`config.mk`:
```
export PLATFORM = sky130hd
export DESIGN_NAME = alu_flat
export DESIGN_NICKNAME = d
export VERILOG_FILES = /design/src/rtl/alu_if.sv /design/src/rtl/alu.sv /design/src/flat_wrapper.sv
export SDC_FILE = /design/constraint.sdc
export NUM_CORES = 1
export LEC_CHECK = 0
export ABC_CLOCK_PERIOD_IN_PS = 13900
export CAP_MARGIN = 15
export CORE_AREA = 2 2 126 128
export CTS_CLUSTER_DIAMETER = 80
export CTS_CLUSTER_SIZE = 10
export DETAILED_ROUTE_END_ITERATION = 7
export DIE_AREA = 0 0 128 130
export GPL_TIMING_DRIVEN = 0
export PLACE_DENSITY = 0.57
export SKIP_LAST_GASP = 1
export SYNTH_ARGS = -nofsm -noshare
export SYNTH_HDL_FRONTEND = slang
export SYNTH_SLANG_ARGS = --single-unit
```
`constraint.sdc`:
```
create_clock -name clk -period 13.9 [get_ports clk]
set_clock_uncertainty 0.05 [all_clocks]
set_input_delay 2.78 -clock clk [delete_from_list [all_inputs] [get_ports clk]]
set_output_delay 2.78 -clock clk [all_outputs]
set_load 0.005 [all_outputs]
```
`src/rtl/alu_if.sv`:
```
// ALU operand/result bundle. The datapath side (master) drives the operands
// and opcode. The ALU side (slave) returns the combinational result and the
// registered status flags.
interface alu_if #(
    parameter int n = 32
);
    logic [n-1:0] R2;
    logic [n-1:0] R3;
    logic [2:0]   ALUOp;
    logic [n-1:0] R0;
    logic         Overflow;
    logic         Zero;
    logic         Carry;

    modport master (
        output R2, R3, ALUOp,
        input  R0, Overflow, Zero, Carry
    );

    modport slave (
        input  R2, R3, ALUOp,
        output R0, Overflow, Zero, Carry
    );
endinterface

```
`src/rtl/alu.sv`:
```
// n-bit integer ALU with eight operations. R0 is purely combinational.
// Overflow/Zero/Carry are captured in a status register that is cleared
// asynchronously. ADD, SUB and SLT share one adder: subtraction is
// performed as R2 + ~R3 + 1.
module alu #(
    parameter int n = 32
) (
    input  logic clk,
    input  logic rst_n,
    alu_if.slave bus
);
    localparam logic [2:0] OP_MOV  = 3'b000;
    localparam logic [2:0] OP_NOT  = 3'b001;
    localparam logic [2:0] OP_ADD  = 3'b010;
    localparam logic [2:0] OP_NOR  = 3'b011;
    localparam logic [2:0] OP_SUB  = 3'b100;
    localparam logic [2:0] OP_NAND = 3'b101;
    localparam logic [2:0] OP_AND  = 3'b110;
    localparam logic [2:0] OP_SLT  = 3'b111;

    logic         sub_op;
    logic [n-1:0] b_eff;
    logic [n:0]   sum;
    logic         v_raw;
    logic         lt;
    logic [n-1:0] r0;
    logic         overflow_d, zero_d, carry_d;
    logic         overflow_q, zero_q, carry_q;

    // Shared adder: the operand B is inverted and a carry-in is injected for SUB/SLT.
    always_comb begin
        sub_op = (bus.ALUOp == OP_SUB) || (bus.ALUOp == OP_SLT);
        b_eff  = sub_op ? ~bus.R3 : bus.R3;
        sum    = {1'b0, bus.R2} + {1'b0, b_eff} + {{n{1'b0}}, sub_op};
        // Signed overflow of the actual addition performed. This covers both ADD
        // and SUB, because ~R3 carries the inverted sign of R3.
        v_raw  = (bus.R2[n-1] == b_eff[n-1]) && (sum[n-1] != bus.R2[n-1]);
        // Signed less-than stays correct even when R2 - R3 overflows.
        lt     = sum[n-1] ^ v_raw;
    end

    // Result multiplexer; every opcode is decoded.
    always_comb begin
        r0 = '0;
        case (bus.ALUOp)
            OP_MOV:  r0 = bus.R2;
            OP_NOT:  r0 = ~bus.R2;
            OP_ADD:  r0 = sum[n-1:0];
            OP_NOR:  r0 = ~(bus.R2 | bus.R3);
            OP_SUB:  r0 = sum[n-1:0];
            OP_NAND: r0 = ~(bus.R2 & bus.R3);
            OP_AND:  r0 = bus.R2 & bus.R3;
            OP_SLT:  r0 = {{(n-1){1'b0}}, lt};
            default: r0 = '0;
        endcase
    end

    // Next-state status flags. Carry and Overflow are only meaningful for ADD/SUB.
    always_comb begin
        zero_d     = (r0 == '0);
        carry_d    = 1'b0;
        overflow_d = 1'b0;
        if (bus.ALUOp == OP_ADD || bus.ALUOp == OP_SUB) begin
            carry_d    = sum[n];
            overflow_d = v_raw;
        end
    end

    // Status register, cleared immediately by reset, captured on every rising edge.
    always_ff @(posedge clk or negedge rst_n) begin
        if (!rst_n) begin
            overflow_q <= 1'b0;
            zero_q     <= 1'b0;
            carry_q    <= 1'b0;
        end else begin
            overflow_q <= overflow_d;
            zero_q     <= zero_d;
            carry_q    <= carry_d;
        end
    end

    assign bus.R0       = r0;
    assign bus.Overflow = overflow_q;
    assign bus.Zero     = zero_q;
    assign bus.Carry    = carry_q;
endmodule

```
`src/flat_wrapper.sv`:
```
// flat-port wrapper written by rule: the top's interface ports become plain ports
module alu_flat 
#(
    parameter int n = 32
)
  (clk, rst_n, bus_R2, bus_R3, bus_ALUOp, bus_R0, bus_Overflow, bus_Zero, bus_Carry);
  alu_if #(.n(n)) bus_i ();
  input  logic clk;
  input  logic rst_n;
  input wire logic [$bits(bus_i.R2)-1:0] bus_R2;
  input wire logic [$bits(bus_i.R3)-1:0] bus_R3;
  input wire logic [$bits(bus_i.ALUOp)-1:0] bus_ALUOp;
  output wire logic [$bits(bus_i.R0)-1:0] bus_R0;
  output wire logic [$bits(bus_i.Overflow)-1:0] bus_Overflow;
  output wire logic [$bits(bus_i.Zero)-1:0] bus_Zero;
  output wire logic [$bits(bus_i.Carry)-1:0] bus_Carry;
  assign bus_i.R2 = bus_R2;
  assign bus_i.R3 = bus_R3;
  assign bus_i.ALUOp = bus_ALUOp;
  assign bus_R0 = bus_i.R0;
  assign bus_Overflow = bus_i.Overflow;
  assign bus_Zero = bus_i.Zero;
  assign bus_Carry = bus_i.Carry;
  alu #(.n(n)) u_core (.clk(clk), .rst_n(rst_n), .bus(bus_i));
endmodule
```
==> results.cfg <==
[run_status]
status = finished clean

[sta]
setup_slack_ns = 1.18
fmax_mhz = 78.6
relSlewSlack_pct = 37.0
setup_tns_ns = 0
drv_slew = 0
finalCritPeriodShare_pct = 91.5
hold_viol = 0
setup_viol = 0
grt_setup_unrepaired = false
fin_crit_ns = 12.72
max_slew.worst_pin.slew_ns = 0.945

[worst_setup_path]
path_max_fanout = 10
crit_arrival_ns = 9.89
cp-end-kind = primary output
path_class = primary input to primary output
cp_cell_sequence = clkdlybuf4s50_1 -> buf_2 -> buf_2 -> buf_2 -> buf_1 -> buf_2 -> buf_1 -> nand3_1 -> buf_1 -> xnor2_1 -> ha_1 -> o21a_1 -> a21bo_1 -> a211o_1 -> a211o_1 -> a211o_1 -> a221o_1 -> o221a_1 -> xor2_1 -> o221ai_2 -> clkdlybuf4s50_1
crit_buf_inv = 9
worstPathRequired_ns = 11.07
slowest_stage = clkdlybuf4s50_1
crit_family = buffers and inverters
startpoint = bus_ALUOp[2]
slowest_delay_ns = 0.54
start_kind = primary input
crit_path_frequent_cell = buf_2

[global_routing]
grt_max_degree = 11
grt_usage_pct = 23.5
grt_pass1_wl_mm = 30.5
antenna_found_initial = 1
overflow = 0
grt_pass1_vias = 5492

[clocking]
cts.sinks = 3
cts_tree = yes
cts-resized-gates = 0
cts_setup_buffers = 0
path_clk_slew_ns = 0.03
cts_max_path_buffers = 2
numCtsBuffers = 3
htree_levels = 1
cts_root_buffer = clkbuf_16
postCtsHoldBufs = 0

[route]
avgViaCountPerCell = 5.99
drt-wirelength-per-cell_um = 20.5
firstDrtPassIters = 7
met2WireLength_mm = 9.46
num_vias = 5971
antenna_left = 0
drc = 0
wl_met3_mm = 1.56
wl_met1_mm = 8.55
highest_layer = met4
dr.first_iter.drc_count = 480
totalWireLength_mm = 20.5

[floorplan]
ioPinCount = 104
dieArea_um2 = 16600
core_area_um2 = 15400
rows = 46
start_util_pct = 29.1
die-height_um = 130
die_x_um = 128

[power_and_ir_drop]
power.total_mw = 0.380
p_per_area_nw_per_um2 = 65.2
p_leak_nw = 2.20
ir_drop_mv = 0.0370

[final_layout]
antenna_cells = 0
regArea_um2 = 75.1
stdcell_area_um2 = 5820
fill_cells = 1685
multi_input_area_um2 = 4120
drive_gt1_share_pct = 4.35
fin_nets = 913
syn2layout_area_growth_pct = 29.9
stdcell_count = 997

[yosys]
synth.area.top_cells = ha_1, o21ai_0, a21oi_1, xnor2_1, nand2_1
async_flop_share_pct = 100
synth.avg_cell_area_um2 = 6.42
synth-edff-count = 0
synth_ff_type = dfrtp_1
yosysWarningCount = 0
ys_types = 75
yosysSeqAreaShare_pct = 1.67
syn-instance-count = 699
synth_top_area_cell = ha_1
syn_nets = 806
synth_top_area_share_pct = 10.3
ys_ff_latch = 3
synth_area_um2 = 4480

[placed_design]
place_congestion = 0.950
place.port_buffers = 102
dp_slack_ns = 1.23
place_inst = 993
placedInstanceArea_um2 = 5750
dp_hpwl_mm = 15.9

[min_path]
hold_path_class = primary input to async pin

[run]
maxCapViolCount = 0
-- sequential cells by signal, summed over array words and instances, names as in the netlist --
register / count
u_core.bus.Carry: 1
u_core.bus.Overflow: 1
u_core.bus.Zero: 1
-- logic make-up (layout without fill, tap and decap cells) --
kind of cell,after synthesis,in the layout,share of synthesized area [%]
AO/OA/AOI/OAI,273,273,39.5
AND/OR/NAND/NOR,256,256,30.4
multiplexers,8,8,1.81
flip-flops,3,3,1.67
XOR/XNOR,48,48,9.38
adder cells (fa/ha/maj),38,38,10.8
buffers and inverters,73,179,6.45
-- metrics by stage --
step | hold WS [ns] | util, %
2_1_floorplan | 2.43 | -
3_3_place_gp | 2.92 | 37.2
3_5_place_dp | 2.92 | 37.2
4_1_cts | 2.69 | 37.8
5_1_grt | 2.70 | 37.8
6_report | 2.69 | 37.8
-- cell type report --
class                   instances  share of cell area [%]
repair buffers                102                    17.5
clock buffers                   4                    1.35
plain buffers                  51                    3.54
flip-flops and latches          3                    1.29
inverters                      22                    1.42
well taps                     192                    4.12
multi-input cells             623                    70.7
-- cell usage in the layout, fill, tap and decap left out, types with 5 or more instances in the layout --
cell,Yosys,final
o21a_1,9,9
a21o_1,12,12
o31a_1,5,5
mux2i_1,7,7
o211ai_1,8,8
a211o_1,7,7
ha_1,37,37
buf_1,6,6
a31oi_1,10,10
nand2b_1,22,22
or3_1,9,9
clkdlybuf4s50_1,0,102
xor2_1,9,9
nor2b_1,6,6
a21oi_1,75,75
nor2_1,45,45
o221ai_1,8,8
nand2_1,50,50
o31ai_1,5,5
nor3_1,37,37
and2_1,6,6
buf_2,11,11
nand4_1,11,11
a211oi_1,9,9
nand3_1,18,18
and3_1,23,23
inv_1,22,22
xnor2_1,39,39
o21ai_0,80,80
clkbuf_1,33,34
-- power by group --
group / leakage, nW / switching, mW / total (mW) / internal (mW)
combinational: 2.12 / 0.186 / 0.324 / 0.139
clock: 0.0382 / 0.00800 / 0.0459 / 0.0379
sequential: 0.0413 / 0.0000842 / 0.00925 / 0.00916
total: 2.20 / 0.194 / 0.380 / 0.186
-- final timing paths --
check | to | slack, ns | depth (start not counted)
setup / recovery | bus_R0[30] | 1.18 | 21
max in group asynchronous | u_core.bus.Zero | 10.97 | 1
min in group clk | u_core.bus.Overflow | 3.34 | 3
hold / removal | u_core.bus.Carry | 2.69 | 1
-- metal layers --
metal	GRT usage, %	vias to the layer above
met2	40.3	295
met3	1.85	47
li1	-	2854
met1	30.5	2775
met5	0	-
met4	10.1	0
-- cell usage after synthesis, drive strengths merged (7+ instances only) --
cell and n:
a21oi 76, ha 37, o21ai 81, o21a 9, nand3 19, xor2 9, a211oi 10, a21o 12
inv 22, mux2i 7, nand2b 22, buf 17, nand2 50, nand4 11, nor3 37, clkbuf 34
nor2 45, a211o 7, and3 23, or3 9, a31oi 12, o211ai 8, o221ai 9, xnor2 39
No activity file was read; power rests on OpenSTA's default activity.
